===== src/rtl/ks_pkg.sv =====
// Shared types for the Kogge-Stone adder arbiter.
// Default sizes, FSM state encoding and response bundle.
package ks_pkg;

  localparam int KS_W    = 8;
  localparam int KS_NREQ = 4;
  localparam int ID_W    = $clog2(KS_NREQ);

  typedef enum logic {
    IDLE = 1'b0,
    LOCK = 1'b1
  } state_e;

  typedef struct packed {
    logic [ID_W-1:0] id;
    logic [KS_W-1:0] sum;
    logic            cout;
    logic            last;
  } rsp_t;

endpackage


===== src/rtl/rr_arbiter.sv =====
// Combinational round-robin pick: first set bit of req from ptr up.
// Ports: req, ptr in; one-hot gnt, encoded idx and any out.
module rr_arbiter #(
  parameter int NREQ = 4
) (
  input  logic [NREQ-1:0]         req,
  input  logic [$clog2(NREQ)-1:0] ptr,
  output logic [NREQ-1:0]         gnt,
  output logic [$clog2(NREQ)-1:0] idx,
  output logic                    any
);

  localparam int IW = $clog2(NREQ);

  logic [IW-1:0] cand;

  // NREQ is a power of two, so the IW-bit add wraps modulo NREQ.
  always_comb begin
    gnt  = '0;
    idx  = '0;
    any  = 1'b0;
    cand = '0;
    for (int i = 0; i < NREQ; i++) begin
      cand = ptr + IW'(i);
      if (!any && req[cand]) begin
        any       = 1'b1;
        gnt[cand] = 1'b1;
        idx       = cand;
      end
    end
  end

endmodule


===== src/rtl/ks_adder_arbiter.sv =====
// Shares one external W-bit adder among NREQ requesters with
// round-robin grant, carry-chained multi-byte lock and a
// registered valid/ready response.
// Ports: clk, rst (sync, high); req_* per-requester inputs and
// req_ready; add_* to/from the adder; rsp_* response port.
module ks_adder_arbiter
  import ks_pkg::*;
#(
  parameter int NREQ = KS_NREQ,
  parameter int W    = KS_W
) (
  input  logic                    clk,
  input  logic                    rst,
  input  logic [NREQ-1:0]         req_valid,
  output logic [NREQ-1:0]         req_ready,
  input  logic [NREQ*W-1:0]       req_a,
  input  logic [NREQ*W-1:0]       req_b,
  input  logic [NREQ-1:0]         req_last,
  output logic [W-1:0]            add_a,
  output logic [W-1:0]            add_b,
  output logic                    add_cin,
  input  logic [W-1:0]            add_sum,
  input  logic                    add_cout,
  output logic                    rsp_valid,
  input  logic                    rsp_ready,
  output logic [$clog2(NREQ)-1:0] rsp_id,
  output logic [W-1:0]            rsp_sum,
  output logic                    rsp_cout,
  output logic                    rsp_last
);

  localparam int IW = $clog2(NREQ);

  state_e        state;
  logic [IW-1:0] lock_id;
  logic [IW-1:0] rr_ptr;
  logic          carry_q;

  logic [NREQ-1:0] arb_gnt;
  logic [IW-1:0]   arb_idx;
  logic            arb_any;

  logic [IW-1:0]   g_id;
  logic            g_vld;
  logic            can_issue;
  logic            accept;
  logic            locked;
  logic [NREQ-1:0] lock_hot;

  rr_arbiter #(
    .NREQ (NREQ)
  ) u_arb (
    .req (req_valid),
    .ptr (rr_ptr),
    .gnt (arb_gnt),
    .idx (arb_idx),
    .any (arb_any)
  );

  assign locked    = (state == LOCK);
  assign can_issue = ~rsp_valid | rsp_ready;
  assign lock_hot  = NREQ'(1) << lock_id;

  // A lock pins the grant even while its owner is idle.
  always_comb begin
    g_id  = locked ? lock_id : arb_idx;
    g_vld = ~rst & (locked | arb_any);
  end

  assign accept = g_vld & req_valid[g_id] & can_issue;

  // Ready only on a real transfer, so it is one-hot or zero.
  always_comb begin
    req_ready = '0;
    if (!rst && can_issue) begin
      if (locked)
        req_ready = lock_hot & req_valid;
      else
        req_ready = arb_gnt;
    end
  end

  always_comb begin
    add_a   = '0;
    add_b   = '0;
    add_cin = 1'b0;
    if (g_vld) begin
      add_a   = req_a[g_id*W +: W];
      add_b   = req_b[g_id*W +: W];
      add_cin = locked & carry_q;
    end
  end

  always_ff @(posedge clk) begin
    if (rst) begin
      state     <= IDLE;
      lock_id   <= '0;
      rr_ptr    <= '0;
      carry_q   <= 1'b0;
      rsp_valid <= 1'b0;
      rsp_id    <= '0;
      rsp_sum   <= '0;
      rsp_cout  <= 1'b0;
      rsp_last  <= 1'b0;
    end else if (accept) begin
      rsp_valid <= 1'b1;
      rsp_id    <= g_id;
      rsp_sum   <= add_sum;
      rsp_cout  <= add_cout;
      rsp_last  <= req_last[g_id];
      if (req_last[g_id]) begin
        state   <= IDLE;
        rr_ptr  <= g_id + IW'(1);
        carry_q <= 1'b0;
      end else begin
        state   <= LOCK;
        lock_id <= g_id;
        carry_q <= add_cout;
      end
    end else if (rsp_valid && rsp_ready) begin
      rsp_valid <= 1'b0;
    end
  end

endmodule


===== config.mk =====
export PLATFORM = sky130hd
export DESIGN_NAME = ks_adder_arbiter
export DESIGN_NICKNAME = d
export VERILOG_FILES = /design/src/rtl/ks_pkg.sv /design/src/rtl/rr_arbiter.sv /design/src/rtl/ks_adder_arbiter.sv
export SDC_FILE = /design/constraint.sdc
export NUM_CORES = 1
export LEC_CHECK = 0
export ABC_AREA = 1
export CAP_MARGIN = 25
export CELL_PAD_IN_SITES_DETAIL_PLACEMENT = 1
export CELL_PAD_IN_SITES_GLOBAL_PLACEMENT = 1
export CORE_MARGIN = 1.5
export CORE_UTILIZATION = 23
export CTS_CLUSTER_SIZE = 20
export DETAILED_ROUTE_END_ITERATION = 8
export HOLD_SLACK_MARGIN = 0.02
export PLACE_DENSITY_LB_ADDON = 0.1
export SYNTH_ARGS = -nofsm -noshare
export SYNTH_HDL_FRONTEND = slang
export SYNTH_SLANG_ARGS = --single-unit

===== constraint.sdc =====
create_clock -name clk -period 3 [get_ports clk]
set_input_delay 0.75 -clock clk [delete_from_list [all_inputs] [get_ports clk]]
set_output_delay 0.75 -clock clk [all_outputs]
set_load 0.005 [all_outputs]

After elaboration in Yosys (flattened, before gate mapping)
Index checks and enable logic that the tools add are counted.
{"block": "totals", "regBits": 19, "input_bits": 84, "output_inout_bits": 34, "elab_cells": 96}
{"block": "classes", "n_addsub": 4, "order_cmp": 9, "n_shift": 3, "mux": 42, "bitwise": 13, "reduce_logical": 16}
{"cell": "variable part select 32 x 6 -> 8 bit", "count": 2}
{"cell": "2-to-1 mux 4 bit", "count": 6}
{"cell": "2-to-1 mux 1 bit", "count": 19}
{"cell": "2-to-1 mux 8 bit", "count": 2}
{"cell": "< comparator 2 x 3 -> 1 bit, second input constant", "count": 5}
{"cell": "binary-select mux 1 bit (select 2 bit)", "count": 6}
{"cell": "bitwise OR 4 bit", "count": 3}
{"cell": "2-to-1 mux 2 bit", "count": 5}
{"cell": "logical AND 1 bit", "count": 9}
{"cell": "demux 1 bit (select 2 bit)", "count": 4}
{"cell": "greater-or-equal comparator 2 x 1 -> 1 bit, second input constant", "count": 4}
{"cell": "adder 2 x 1 -> 2 bit, second input constant", "count": 2}
{"cell": "adder 2 bit, second input constant", "count": 2}
{"cell": "bitwise AND 1 bit", "count": 4}
{"cell": "bitwise AND 4 bit", "count": 1}
{"cell": "logical NOT 1 bit", "count": 4}
{"cell": "AND reduction 2 bit", "count": 2}
{"cell": "left shift 1 x 2 -> 4 bit, first input constant", "count": 1}
{"cell": "inverter 1 bit", "count": 3}
{"cell": "bitwise OR 1 bit", "count": 2}
{"cell": "nonzero test 2 bit", "count": 1}

Depth between registers and ports, before layout
{"block": "depth", "ltp_word": 18, "ltp_mapped": 21, "ltp_nobuf": 19}

Modules after synthesis
From an unflattened synthesis, not the netlist that was laid out.
{"block": "hier_totals", "hier_cells": 341, "hier_area_um2": 2008.2}
{"mod": "ks_adder_arbiter", "instances": 1, "cells_per_inst": 267, "area_per_inst_um2": 1567.8, "seq_area_each_um2": 380.4}
{"mod": "rr_arbiter", "instances": 1, "cells_per_inst": 74, "area_per_inst_um2": 440.4, "seq_area_each_um2": 0.0}

Worst setup path before layout
OpenSTA, ideal clock, no wires.
{"block": "synth_path", "path_kind": "flip-flop to output port", "from": "register rr_ptr[1]", "to": "output add_b[2]", "t_arrival_ns": 2.384, "required_time_ns": 2.250, "slack_ns": -0.134, "stages_incl_launch_ff": 16, "n_path_buf": 1, "cell_sequence": "dfxtp_1 inv_1 ha_1 inv_1 nand3_1 nand2_1 inv_2 nor2_8 nand2_1 nand3_1 nand3_2 nand2_2 clkbuf_1 o21ai_0 o21bai_1 a21oi_1"}
{"block": "synth_between", "elab_chain_len": 15, "word_cells_on_any_way": 30, "cone_classes": "add/sub (3); shift (1); mux (18); bitwise (2); reduce/logical (6)"}
{"item": "start: declaration", "line_no": "ks_adder_arbiter.sv:36", "rtl": "logic [IW-1:0] rr_ptr;"}
{"item": "start signal: assignment", "line_no": "ks_adder_arbiter.sv:113", "rtl": "rr_ptr <= g_id + IW'(1);"}
{"item": "branches (longest 14 deep; another with adder 2 x 1 -> 2 bit)"}
{"item": "2-to-1 mux 8 bit *", "line_no": "ks_adder_arbiter.sv:87", "rtl": "if (g_vld) begin"}
{"item": "end: declaration", "line_no": "ks_adder_arbiter.sv:20", "rtl": "output logic [W-1:0] add_b,"}
Mark *: on every way between the ends. The select of a mux whose other input is x is not followed.

Worst setup path in the final report
{"block": "layout_path", "from": "input req_valid[1]", "to": "output add_b[7]"}
{"block": "layout_between", "elab_chain_len": 15, "word_cells_on_any_way": 27, "cone_classes": "shift (1); mux (18); bitwise (2); reduce/logical (6)"}
{"item": "start: declaration", "line_no": "ks_adder_arbiter.sv:14", "rtl": "input logic [NREQ-1:0] req_valid,"}
{"item": "binary-select mux 1 bit (select 2 bit)", "line_no": "rr_arbiter.sv:25", "rtl": "if (!any && req[cand]) begin"}
{"item": "2-to-1 mux 1 bit (not written as such)", "line_no": "rr_arbiter.sv:25"}
{"item": "2-to-1 mux 1 bit", "line_no": "rr_arbiter.sv:25"}
{"item": "logical NOT 1 bit", "line_no": "rr_arbiter.sv:25"}
{"item": "logical AND 1 bit", "line_no": "rr_arbiter.sv:25"}
{"item": "2-to-1 mux 1 bit", "line_no": "rr_arbiter.sv:25"}
{"item": "logical NOT 1 bit", "line_no": "rr_arbiter.sv:25"}
{"item": "logical AND 1 bit", "line_no": "rr_arbiter.sv:25"}
{"item": "2-to-1 mux 1 bit", "line_no": "rr_arbiter.sv:25"}
{"item": "logical NOT 1 bit", "line_no": "rr_arbiter.sv:25"}
{"item": "logical AND 1 bit", "line_no": "rr_arbiter.sv:25"}
{"item": "2-to-1 mux 2 bit or 2-to-1 mux 1 bit (tied branches)", "line_no": "rr_arbiter.sv:25"}
{"item": "2-to-1 mux 2 bit or bitwise OR 1 bit (tied branches)", "line_no": "ks_adder_arbiter.sv:66, ks_adder_arbiter.sv:67"}
{"item": "variable part select 32 x 6 -> 8 bit or bitwise AND 1 bit (tied branches)", "line_no": "ks_adder_arbiter.sv:89, ks_adder_arbiter.sv:67"}
{"item": "2-to-1 mux 8 bit *", "line_no": "ks_adder_arbiter.sv:87"}
Every way passes the cells marked *; elsewhere a longest branch is shown, timed or not. The select of a mux whose other input is x is not followed.

==> reports/metrics.csv <==
metric,value,unit
Yosys warnings,0,
Pwr Density,1763,nW/um^2
leakage,1.899,nW
clock sinks,19,
Initial DRT Pass Iterations,4,
Hold Crit Depth,2,
Area contributors post-synth,"dfxtp_1 19%, o21bai_1 12%, nand2_1 12%",
reg-to-reg endpoint,rsp_sum[5]$_SDFFE_PP0P_,
grt ovf,0,
# IOs,118,
fin crit period,3.308,ns
clk root buf,clkbuf_8,
"Seq/Total Area, Yosys",18.88,%
Sequential Power Share,5.6,%
ANT cells,0,
Relative slew margins,77.05,%
Finished Core Util,52.84,%
# rows,33,
die area,9329,um^2
Worst EP arrival,2.56,ns
die width,96.59,um
drt wl/cell,16.50,um
Post-Route WL,9936,um
combinational power share,92.1,%
final number of setup-violating endpoints,16,
first-pass GRT wire length,14850,um
Initial Util,24.15,%
Routed Antenna Nets,0,
FILL cells,1006,
count of state elements after synthesis,19,
R2R depth,21,
r2r startpoint,rr_ptr[0]$_SDFFE_PP0P_,
initial antenna violation count,0,
"Design Area, Final",4407,um^2
vias in the first global route,3039,
final worst-path setup slack,-0.3080,ns
Die Height,96.59,um
outcome,finished with violations,
CP Class,input pin to output port,
Placed Instances,564,
P&R area growth vs syn,118.8,%
Worst EP required,2.25,ns
FF-to-FF setup slack,0.21,ns
period utilisation layout,110.3,%
TritonCTS clock tree,built,
failing checks,negative setup slack,
syn_area_per_cell,6.519,um^2
Port-buffer cells,117,
"Hold-fix buffers, CTS",0,
multi-input logic area,1767,um^2
Yosys cell types,31,
number of vias per cell,4.829,
max-slew violations,0,
post-synth net total,400,
clock buffer depth,2,
Core Region,8341,um^2
Synth Instances,309,
H-tree depth,1,
RSZ-0062 raised after global routing,yes,
DRC,0,
placed cell areas,3680,um^2
Register Area,385.4,um^2
Non-Filler Instances,602,
VDD IR max,0.8215,mV
Total GRT Usage,20.72,%
"CTS clk-pin slew, worst paths",0.07,ns
CP Launch Point,req_valid[1],
initial DRC count,76,
Post-Syn Area,2014,um^2
actual slew at the worst max-slew pin,0.3443,ns
Layout Skew,0.002039,ns
share of layout cells above drive strength 1,43.86,%
DP Wirelength,6849,um
Worst Hold Class,flip-flop to flip-flop,
clk_lat worst skew,0.25,ns
Hold EP,rsp_sum[6]$_SDFFE_PP0P_,
Clock Power Share,2.3,%
CP max FO,7,
Yosys top cell by area,dfxtp_1,
Internal Power,4.294,mW
largest net degree at the start of global routing,17,
sw frac,44.72,%
Final Hold Fails,0,
Final Hold Slack,0.4776,ns
via count,2907,
crit path launch type,input pin,
CTS Buf Count,3,
top-area cell type share of the netlist area,18.88,%
Layout Nets,589,
MaxCap Viol Count,0,
RD Place Congestion,0.8687,
crit end category,output port,
fmax,0.3023,GHz
NetSw,3.475,mW
Hold Crit Start,rsp_sum[6]$_SDFFE_PP0P_,
-- metrics by stage --
stage | worst slack [ns] | total power [mW] | setup TNS (ns)
final | -0.3080 | 7.769 | -4.381
after global routing | -0.4343 | 8.325 | -6.671
after CTS | -0.2691 | 6.913 | -3.953
after detailed placement | -1.164 | 5.237 | -27.41
after global placement | -1.084 | 5.162 | -25.30
after floorplan | 0.07661 | 3.043 | 0
-- what timing repair did --
action | CTS | global route
pin swaps | 40 | 31
cloned | 6 | 1
setup endpoints to repair | 37 | 21
hold endpoints to repair | 0 | 0
gates resized for setup | 167 | 62
setup buffers | 21 | 6
-- synthesized netlist by cell type --
cell,instances
nand2_4,2
o21ai_0,33
nor2_8,1
clkinv_1,1
ha_1,7
xnor2_1,1
a31oi_1,1
nor2_1,16
nor2_2,1
a311oi_1,3
inv_6,1
buf_2,5
a221oi_1,3
clkbuf_1,6
dfxtp_1,19
nand2_2,16
nand3_1,26
buf_4,2
nand2_1,62
nand4_1,4
a21oi_1,23
a21boi_4,1
a22oi_1,1
a21oi_2,10
nand3_2,3
nand3_4,1
o21bai_1,32
inv_2,5
inv_1,20
o21ai_2,1
buf_6,2
-- power groups by stage --
| stage | Clock [mW] | Combinational (mW) | Sequential (mW) |
|---|---|---|---|
| after global placement | 0 | 4.74 | 0.425 |
| after global routing | 0.196 | 7.68 | 0.446 |
| final | 0.178 | 7.16 | 0.434 |
| after CTS | 0.186 | 6.30 | 0.429 |
| after detailed placement | 0 | 4.81 | 0.430 |
| after floorplan | 0 | 2.62 | 0.424 |
-- worst max-delay path, stage by stage --
cell	delay, ns
buf_6	0.10
nand2_2	0.06
nand3_1	0.08
nand2_1	0.18
buf_4	0.16
nand2_2	0.05
o21ai_2	0.14
inv_2	0.08
a21boi_4	0.17
buf_12	0.14
buf_8	0.12
o21ai_1	0.06
o21bai_1	0.16
a21oi_1	0.16
buf_2	0.14
-- per-layer routing --
layer  vias to the layer above  track usage (%)  share of wire, %
met4                         0            3.744               1.4
li1                       1430                -                 -
met5                         -                0                 0
met1                      1404            22.59                40
met2                        65            40.27                54
met3                         8            5.086               4.6
-- cell families after synthesis --
| logic type | after synthesis | share of synthesized area, % |
|---|---|---|
| adder cells (fa/ha/maj) | 7 | 4.348 |
| buffers and inverters | 42 | 9.502 |
| flip-flops | 19 | 18.88 |
| XOR/XNOR | 1 | 0.4349 |
| AO/OA/AOI/OAI | 108 | 34.85 |
| AND/OR/NAND/NOR | 132 | 31.99 |
-- registers in the layout (all words and copies together) (netlist names) --
signal,cells
rr_ptr,2
rsp_sum,8
rsp_valid,1
rsp_id,2
rsp_cout,1
rsp_last,1
lock_id,2
carry_q,1
locked,1
-- layout by cell type, fill, tap and decap left out, types with 2 or more instances in the layout --
cell type	count
inv_2	8
a21oi_1	19
a21oi_2	14
nor2_1	15
buf_6	9
nand3_4	3
nand3_1	19
nand2_2	27
nand3_2	8
a221oi_1	3
dfxtp_1	17
inv_4	2
nand2_4	6
o21ai_1	11
clkdlybuf4s50_1	92
ha_1	6
clkbuf_8	3
buf_8	2
a311oi_2	3
buf_4	60
buf_16	6
o21bai_1	25
o21ai_0	4
o21bai_4	7
nand2_1	46
nand4_1	4
o21ai_2	19
buf_12	8
buf_2	20
inv_1	14
-- final cells by class --
class | count | share of cell area [%]
clock buffer | 3 | 0.9370
clock inverter | 1 | 0.1136
inverter | 27 | 2.697
multi-input combinational | 248 | 40.09
sequential | 19 | 8.745
tap | 105 | 2.981
timing repair buffer | 199 | 44.43
-- how the worst max path moves through the flow --
stage                     endpoint  slack [ns]  cells past startpoint
after floorplan           add_a[5]        0.08                     14
after global placement    add_a[3]       -1.08                     15
after detailed placement  add_a[1]       -1.16                     15
after CTS                 add_a[7]       -0.27                     19
after global routing      add_b[7]       -0.43                     17
final                     add_b[7]       -0.31                     15
No activity file was read; power rests on OpenSTA's default activity.
